File: src/rtl/scc_mem_dump.sv
// Post-halt memory dump: on a rising edge of halt_f, reads every word from START_ADDR
// to END_ADDR and streams each one out as an (address, data, last) record over valid/ready.
module scc_mem_dump #(
  parameter int unsigned           ADDR_W     = 16,
  parameter logic [ADDR_W-1:0]     START_ADDR = 16'h0000,
  parameter logic [ADDR_W-1:0]     END_ADDR   = 16'hFFFC
) (
  input  logic              clk,
  input  logic              rst,
  input  logic              clk_en,
  input  logic              halt_f,
  output logic              mem_rd_en,
  output logic [ADDR_W-1:0] mem_addr,
  input  logic [31:0]       mem_rdata,
  output logic              rec_valid,
  input  logic              rec_ready,
  output logic [ADDR_W-1:0] rec_addr,
  output logic [31:0]       rec_data,
  output logic              rec_last,
  output logic              dump_busy,
  output logic              dump_done
);

  typedef enum logic [2:0] {IDLE, READ, CAPTURE, OUT, DONE} state_t;

  localparam logic [ADDR_W-1:0] ADDR_STEP = ADDR_W'(4);

  state_t            r_state;
  state_t            w_next_state;
  logic [ADDR_W-1:0] r_cur_addr;
  logic              r_halt_prev;
  logic              r_mem_rd_en;
  logic [ADDR_W-1:0] r_mem_addr;
  logic              r_rec_valid;
  logic [ADDR_W-1:0] r_rec_addr;
  logic [31:0]       r_rec_data;
  logic              r_rec_last;
  logic              r_dump_busy;
  logic              r_dump_done;

  logic              w_halt_rise;
  logic              w_is_last;
  logic [ADDR_W-1:0] w_next_addr;

  assign w_halt_rise = halt_f & ~r_halt_prev;
  assign w_is_last   = (r_cur_addr == END_ADDR);
  assign w_next_addr = r_cur_addr + ADDR_STEP;

  always_ff @(posedge clk or negedge rst) begin
    if (!rst) begin
      r_state <= IDLE;
    end else if (clk_en) begin
      r_state <= w_next_state;
    end
  end

  always_comb begin
    w_next_state = r_state;
    case (r_state)
      IDLE:    if (w_halt_rise) w_next_state = READ;
      READ:    w_next_state = CAPTURE;
      CAPTURE: w_next_state = OUT;
      OUT:     if (rec_ready) w_next_state = w_is_last ? DONE : READ;
      DONE:    w_next_state = DONE;
      default: w_next_state = IDLE;
    endcase
  end

  // Outputs are registered and set up one edge ahead, so mem_rd_en is already high
  // for the whole READ state and the record fields are valid for the whole OUT state.
  always_ff @(posedge clk or negedge rst) begin
    if (!rst) begin
      r_cur_addr  <= START_ADDR;
      r_halt_prev <= 1'b0;
      r_mem_rd_en <= 1'b0;
      r_mem_addr  <= '0;
      r_rec_valid <= 1'b0;
      r_rec_addr  <= '0;
      r_rec_data  <= '0;
      r_rec_last  <= 1'b0;
      r_dump_busy <= 1'b0;
      r_dump_done <= 1'b0;
    end else if (clk_en) begin
      r_halt_prev <= halt_f;
      case (r_state)
        IDLE: begin
          if (w_halt_rise) begin
            r_cur_addr  <= START_ADDR;
            r_dump_busy <= 1'b1;
            r_mem_rd_en <= 1'b1;
            r_mem_addr  <= START_ADDR;
          end
        end
        READ: begin
          r_mem_rd_en <= 1'b0;
        end
        CAPTURE: begin
          r_rec_data  <= mem_rdata;
          r_rec_addr  <= r_cur_addr;
          r_rec_valid <= 1'b1;
          r_rec_last  <= w_is_last;
        end
        OUT: begin
          if (rec_ready) begin
            r_rec_valid <= 1'b0;
            r_rec_last  <= 1'b0;
            if (w_is_last) begin
              r_dump_busy <= 1'b0;
              r_dump_done <= 1'b1;
            end else begin
              // Termination relies on the equality compare, so a top-of-memory END_ADDR never wraps.
              r_cur_addr  <= w_next_addr;
              r_mem_rd_en <= 1'b1;
              r_mem_addr  <= w_next_addr;
            end
          end
        end
        default: begin
        end
      endcase
    end
  end

  assign mem_rd_en = r_mem_rd_en;
  assign mem_addr  = r_mem_addr;
  assign rec_valid = r_rec_valid;
  assign rec_addr  = r_rec_addr;
  assign rec_data  = r_rec_data;
  assign rec_last  = r_rec_last;
  assign dump_busy = r_dump_busy;
  assign dump_done = r_dump_done;

endmodule

File: config.mk
export PLATFORM = sky130hd
export DESIGN_NAME = scc_mem_dump
export DESIGN_NICKNAME = d
export VERILOG_FILES = /design/src/rtl/scc_mem_dump.sv
export SDC_FILE = /design/constraint.sdc
export NUM_CORES = 1
export LEC_CHECK = 0
export BUFFER_PORTS_ARGS = -buffer_cell sky130_fd_sc_hd__buf_4
export CAP_MARGIN = 20
export CORE_AREA = 3 3 80 82
export DETAILED_ROUTE_END_ITERATION = 8
export DIE_AREA = 0 0 83 85
export MAX_ROUTING_LAYER = met4
export PLACE_DENSITY = 0.83
export SETUP_SLACK_MARGIN = 0.3
export SLEW_MARGIN = 20
export SYNTH_ARGS = -nofsm -noshare
export SYNTH_HDL_FRONTEND = slang
export SYNTH_SLANG_ARGS = --single-unit
File: constraint.sdc
create_clock -name clk -period 4 [get_ports clk]
set_clock_uncertainty 0.05 [all_clocks]
set_input_delay 0.2 -clock clk [delete_from_list [all_inputs] [get_ports clk]]
set_output_delay 0.2 -clock clk [all_outputs]
set_load 0.01 [all_outputs]
Word level (Yosys, flattened, before mapping) --
Index checks and enable logic that the tools add are counted.
Operators by class: $add $sub $neg 1, $mul 0, div/mod/pow operators 0, magnitude comparators 0, equality and inequality tests 9, shift-type cells 0, mux-type cells 18, bitwise logic cells 2, reductions and logical operators 11
Operator list (count):
- $mux W16 | 3
- $pmux W16 S2 | 1
- $add A16 B3 Y16 const B | 1
- $eq A16 B16 Y1 const B | 1
- $pmux W3 S5 | 1
- $reduce_and A5 Y1 | 3
- $mux W3 | 3
- $ne A2 B2 Y1 const B | 4
- $eq A3 B2 Y1 const B | 2
- $mux W1 | 6
- $pmux W1 S2 | 3
- $reduce_and A3 Y1 | 2
- $reduce_and A4 Y1 | 1
- $reduce_bool A2 Y1 | 2
- $eq A3 B1 Y1 const B | 1
- $eq A3 B3 Y1 const B | 1
- $logic_not A3 Y1 | 1
- $pmux W1 S3 | 1
- $reduce_bool A3 Y1 | 1
- $reduce_and A2 Y1 | 1
- $and A1 B1 Y1 | 1
- $not A1 Y1 | 1
Storage, ports and cells: register bits after elaboration 73, bits in latches 0, bits in writable memories 0, ROM bits 0, output and inout port bits 69, memories kept 0

Longest topological paths before layout --
depth after elaboration 4, gate-level depth with buffers 8, depth with buffers taken out 5

Least setup slack after synthesis --
No wires, ideal clock.
path kind register to register, from reg mem_addr[3] (netlist name), to reg r_mem_addr[4] (netlist: mem_addr[4]), arrival 1745 ps, data required time 3812 ps, setup slack 2067 ps, cell stages (with the launch flop) 7, period minus slack after synthesis 1933 ps, cells stage by stage dfrtp_1 ha_1 nand3_2 or4_4 buf_6 a31oi_1 a31oi_1
RTL lines:
- end signal: assignment | line 114 | r_mem_addr <= w_next_addr;
- end: declaration | line 33 | logic [ADDR_W-1:0] r_mem_addr;

Final worst setup path --
from reg r_state[1], to reg r_mem_addr[4] (netlist: mem_addr[4])
On the way: cells in the longest elaborated chain, start to end 3
RTL lines:
- start: declaration | line 28 | state_t r_state;
- start signal: assignment | line 53 | r_state <= w_next_state;
- $eq A3 B2 Y1 / $logic_not A3 Y1 (equally long branches) | line 85 | case (r_state)
- $ne A2 B2 Y1 (no line) / $reduce_bool A2 Y1 (equally long branches)
- $reduce_and A5 Y1 (no line)
Several ways; a longest one is shown, not always the timed one. A chain may end at the register's enable or synchronous reset.

==> impl_metrics.csv <==
group,metric,value,unit
floorplan,die_h,85,microns
setup_path,cp_max_fo,14,
run_status,status,"finished, final reports clean",
pwr,irDropWorstVdd,0.3718,mV
detailed_routing,num_vias,2281,
placed_design,placed_area,3809,sq um
placed_design,dpl.hpwl,4938,microns
sta,worstMarginPinSlew,824.6,ps
setup_path,arrival,2250,ps
sta,rsz0062_at_grt,"false",
synth,async_flop_share,1.000,
sta,period_share,0.5289,
sta,max_slew_margin,0.4503,
global_route,grt_pass1_wl,11540,microns
setup_path,critPathLaunchType,"flop",
clock_network,cts_max_level,3,
global_route,grt_max_degree,70,
synth,synth_cells,240,
floorplan,initial_core_util,0.5258,
pwr,power.leakage,1.910,nW
sta,min_period,2116,ps
sta,worst_slack,1884,ps
sta,fmax,472.6,MHz
global_route,antenna_found_initial,0,
job,drv_cap,0,
floorplan,core,5816,sq um
final_layout,drive_gt1_frac,0.3783,
synth,synth.distinct_cells,48,
detailed_routing,ant_nets,0,
synth,synth-edff-count,0,
clock_network,holdBufCountCts,1,
clock_network,root_buffer,"clkbuf_8",
setup_path,worstSetupEndpointType,"flop",
setup_path,cp.required,4140,ps
synth,ys.flop_type,"dfrtp_1",
placed_design,port-buffer-count,101,
synth,synth.avg_cell_area,12.74,sq um
clock_network,cts-resized-gates,0,
worst_hold_path,hold_class,"input port to flop",
final_layout,finish.instance_area,4010,sq um
detailed_routing,viasPerCell,5.483,
global_route,grt_use_met2,0.3185,
clock_network,cts_tree,"done",
synth,yosys_warnings,0,
pwr,total_power,2.787,mW
clock_network,clk_latency,350,ps
global_route,grt_pass1_vias,2307,
clock_network,cts_buffers,9,
final_layout,syn_to_final_growth,31.14,%
floorplan,fp.dieW,83,microns
sta,finalMaxSlewViolations,0,
global_route,use_met1,0.2798,
global_route,globalRouteOverflowTotal,0,
detailed_routing,drcViolationCount,0,
global_route,grt_usage,0.2120,
synth,synthesis.area,3058,sq um
pwr,p_per_area,694.9,nW/um^2
clock_network,cts_sinks,69,
floorplan,dieArea,7055,sq um
setup_path,path_class,"flop to flop",
sta,setup_tns,0,ps
clock_network,clkSlewWorstSetupHoldPaths,70,ps
global_route,met3_usage,0.05922,
detailed_routing,drt_first_pass_iters,5,
placed_design,gp_congestion,0.8224,
detailed_routing,wirelength,6904,microns
sta,setup_viol,0,
floorplan,ios,106,
final_layout,diodes,0,
detailed_routing,routedWlPerCell,16.60,microns
floorplan,rows,28,
synth,seq_area_frac_synth,0.5646,
global_route,top_usage_layer,"met2",
placed_design,post-place-ws,1805,ps
clock_network,clockBufferDepth,2,
sta,hold_violations,0,
final_layout,nets,376,
clock_network,post-cts-setup-buffers,0,
synth,ys_seq_elements,69,
detailed_routing,drt-initial-drc-count,141,
==> cell usage after synthesis, types with 5 or more instances <==
library cell | count | area share
buf_2 | 7 | 0.011
mux2_1 | 46 | 0.17
inv_1 | 10 | 0.012
nor2_1 | 8 | 0.0098
o21ai_0 | 6 | 0.0098
dfrtp_1 | 69 | 0.56
buf_4 | 6 | 0.015
nand3_1 | 5 | 0.0082
a31oi_1 | 14 | 0.029
a21oi_1 | 5 | 0.0082
nand2_1 | 8 | 0.0098
==> worst paths after layout <==
path	cells past startpoint	startpoint	end	slack [ps]
setup / recovery	4	r_state[1]	mem_addr[4]	1880
setup reg to reg	4	r_state[1]	mem_addr[4]	1880
hold / removal	2	mem_rdata[5]	rec_data[5]	10
hold reg to reg	1	dump_done	dump_done	430
min in group asynchronous	2	rst	rec_data[13]	450
max in group asynchronous	2	rst	mem_addr[13]	2920
==> cell usage in the layout, fill, tap and decap left out, types with 2 or more instances in the layout <==
cell / count
buf_4: 101
dfrtp_1: 69
mux2_1: 46
a31oi_1: 14
inv_1: 10
clkbuf_8: 10
nand2_1: 8
nor2_1: 8
o21ai_0: 6
nand3_1: 5
a21oi_1: 5
nand2b_1: 4
nand4_1: 4
conb_1: 4
nand3b_1: 3
a21o_1: 3
nor2b_1: 2
or4_1: 2
nor3_1: 2
o211ai_2: 2
o31a_1: 2
o21ai_1: 2
clkinvlp_4: 2
==> layer usage <==
| layer | vias to the layer above | share of wire |
|---|---|---|
| met1 | 1115 | 0.45 |
| met4 | 0 | 0.015 |
| met2 | 100 | 0.46 |
| met3 | 12 | 0.072 |
| li1 | 1054 | - |
| met5 | - | 0 |
==> kinds of logic after synthesis <==
family / count (synthesis) / share of synthesized area
buf+inv: 28 / 0.04951
flops: 69 / 0.5646
compound gates: 46 / 0.1068
simple gates: 47 / 0.09738
mux: 48 / 0.1764
fa+ha+maj: 1 / 0.004091
other cells: 1 / 0.001226
==> power breakdown <==
part,leakage (nW),internal [mW],switching (mW)
clock,0.0902,0.297,0.253
sequential,0.844,0.957,0.207
combinational,0.976,0.564,0.509
==> final cells by class <==
class                   count  area, sq um
flip-flops and latches     69         1727
well taps                  75        93.84
repair buffers            102        768.2
multi-input cells         146         1196
clock buffers              10        137.6
clock inverters             4        50.05
inverters                  10        37.54
fillers                   426         1805
==> through the flow <==
step | cells | hold slack, ps | util
floorplan | 243 | -145.6 | -
global placement | 401 | 306.4 | 0.6549
detailed placement | 401 | 310.1 | 0.6549
CTS | 416 | 13.01 | 0.6889
global route | 416 | 11.19 | 0.6895
finish | 416 | 14.26 | 0.6895
==> flip-flops by register name, summed over array words and instances (netlist names) <==
| register | flops |
|---|---|
| rec_last | 1 |
| mem_rd_en | 1 |
| r_halt_prev | 1 |
| dump_done | 1 |
| r_state | 3 |
| rec_addr | 14 |
| dump_busy | 1 |
| rec_valid | 1 |
| rec_data | 32 |
| mem_addr | 14 |
==> worst max-delay path: stages (launching register included) <==
cell	delay (ps)
dfrtp_1	550
nand3_1	210
or2_2	390
o21ai_2	560
a31oi_1	200
Note: power is estimated with default switching activity, not from simulation.
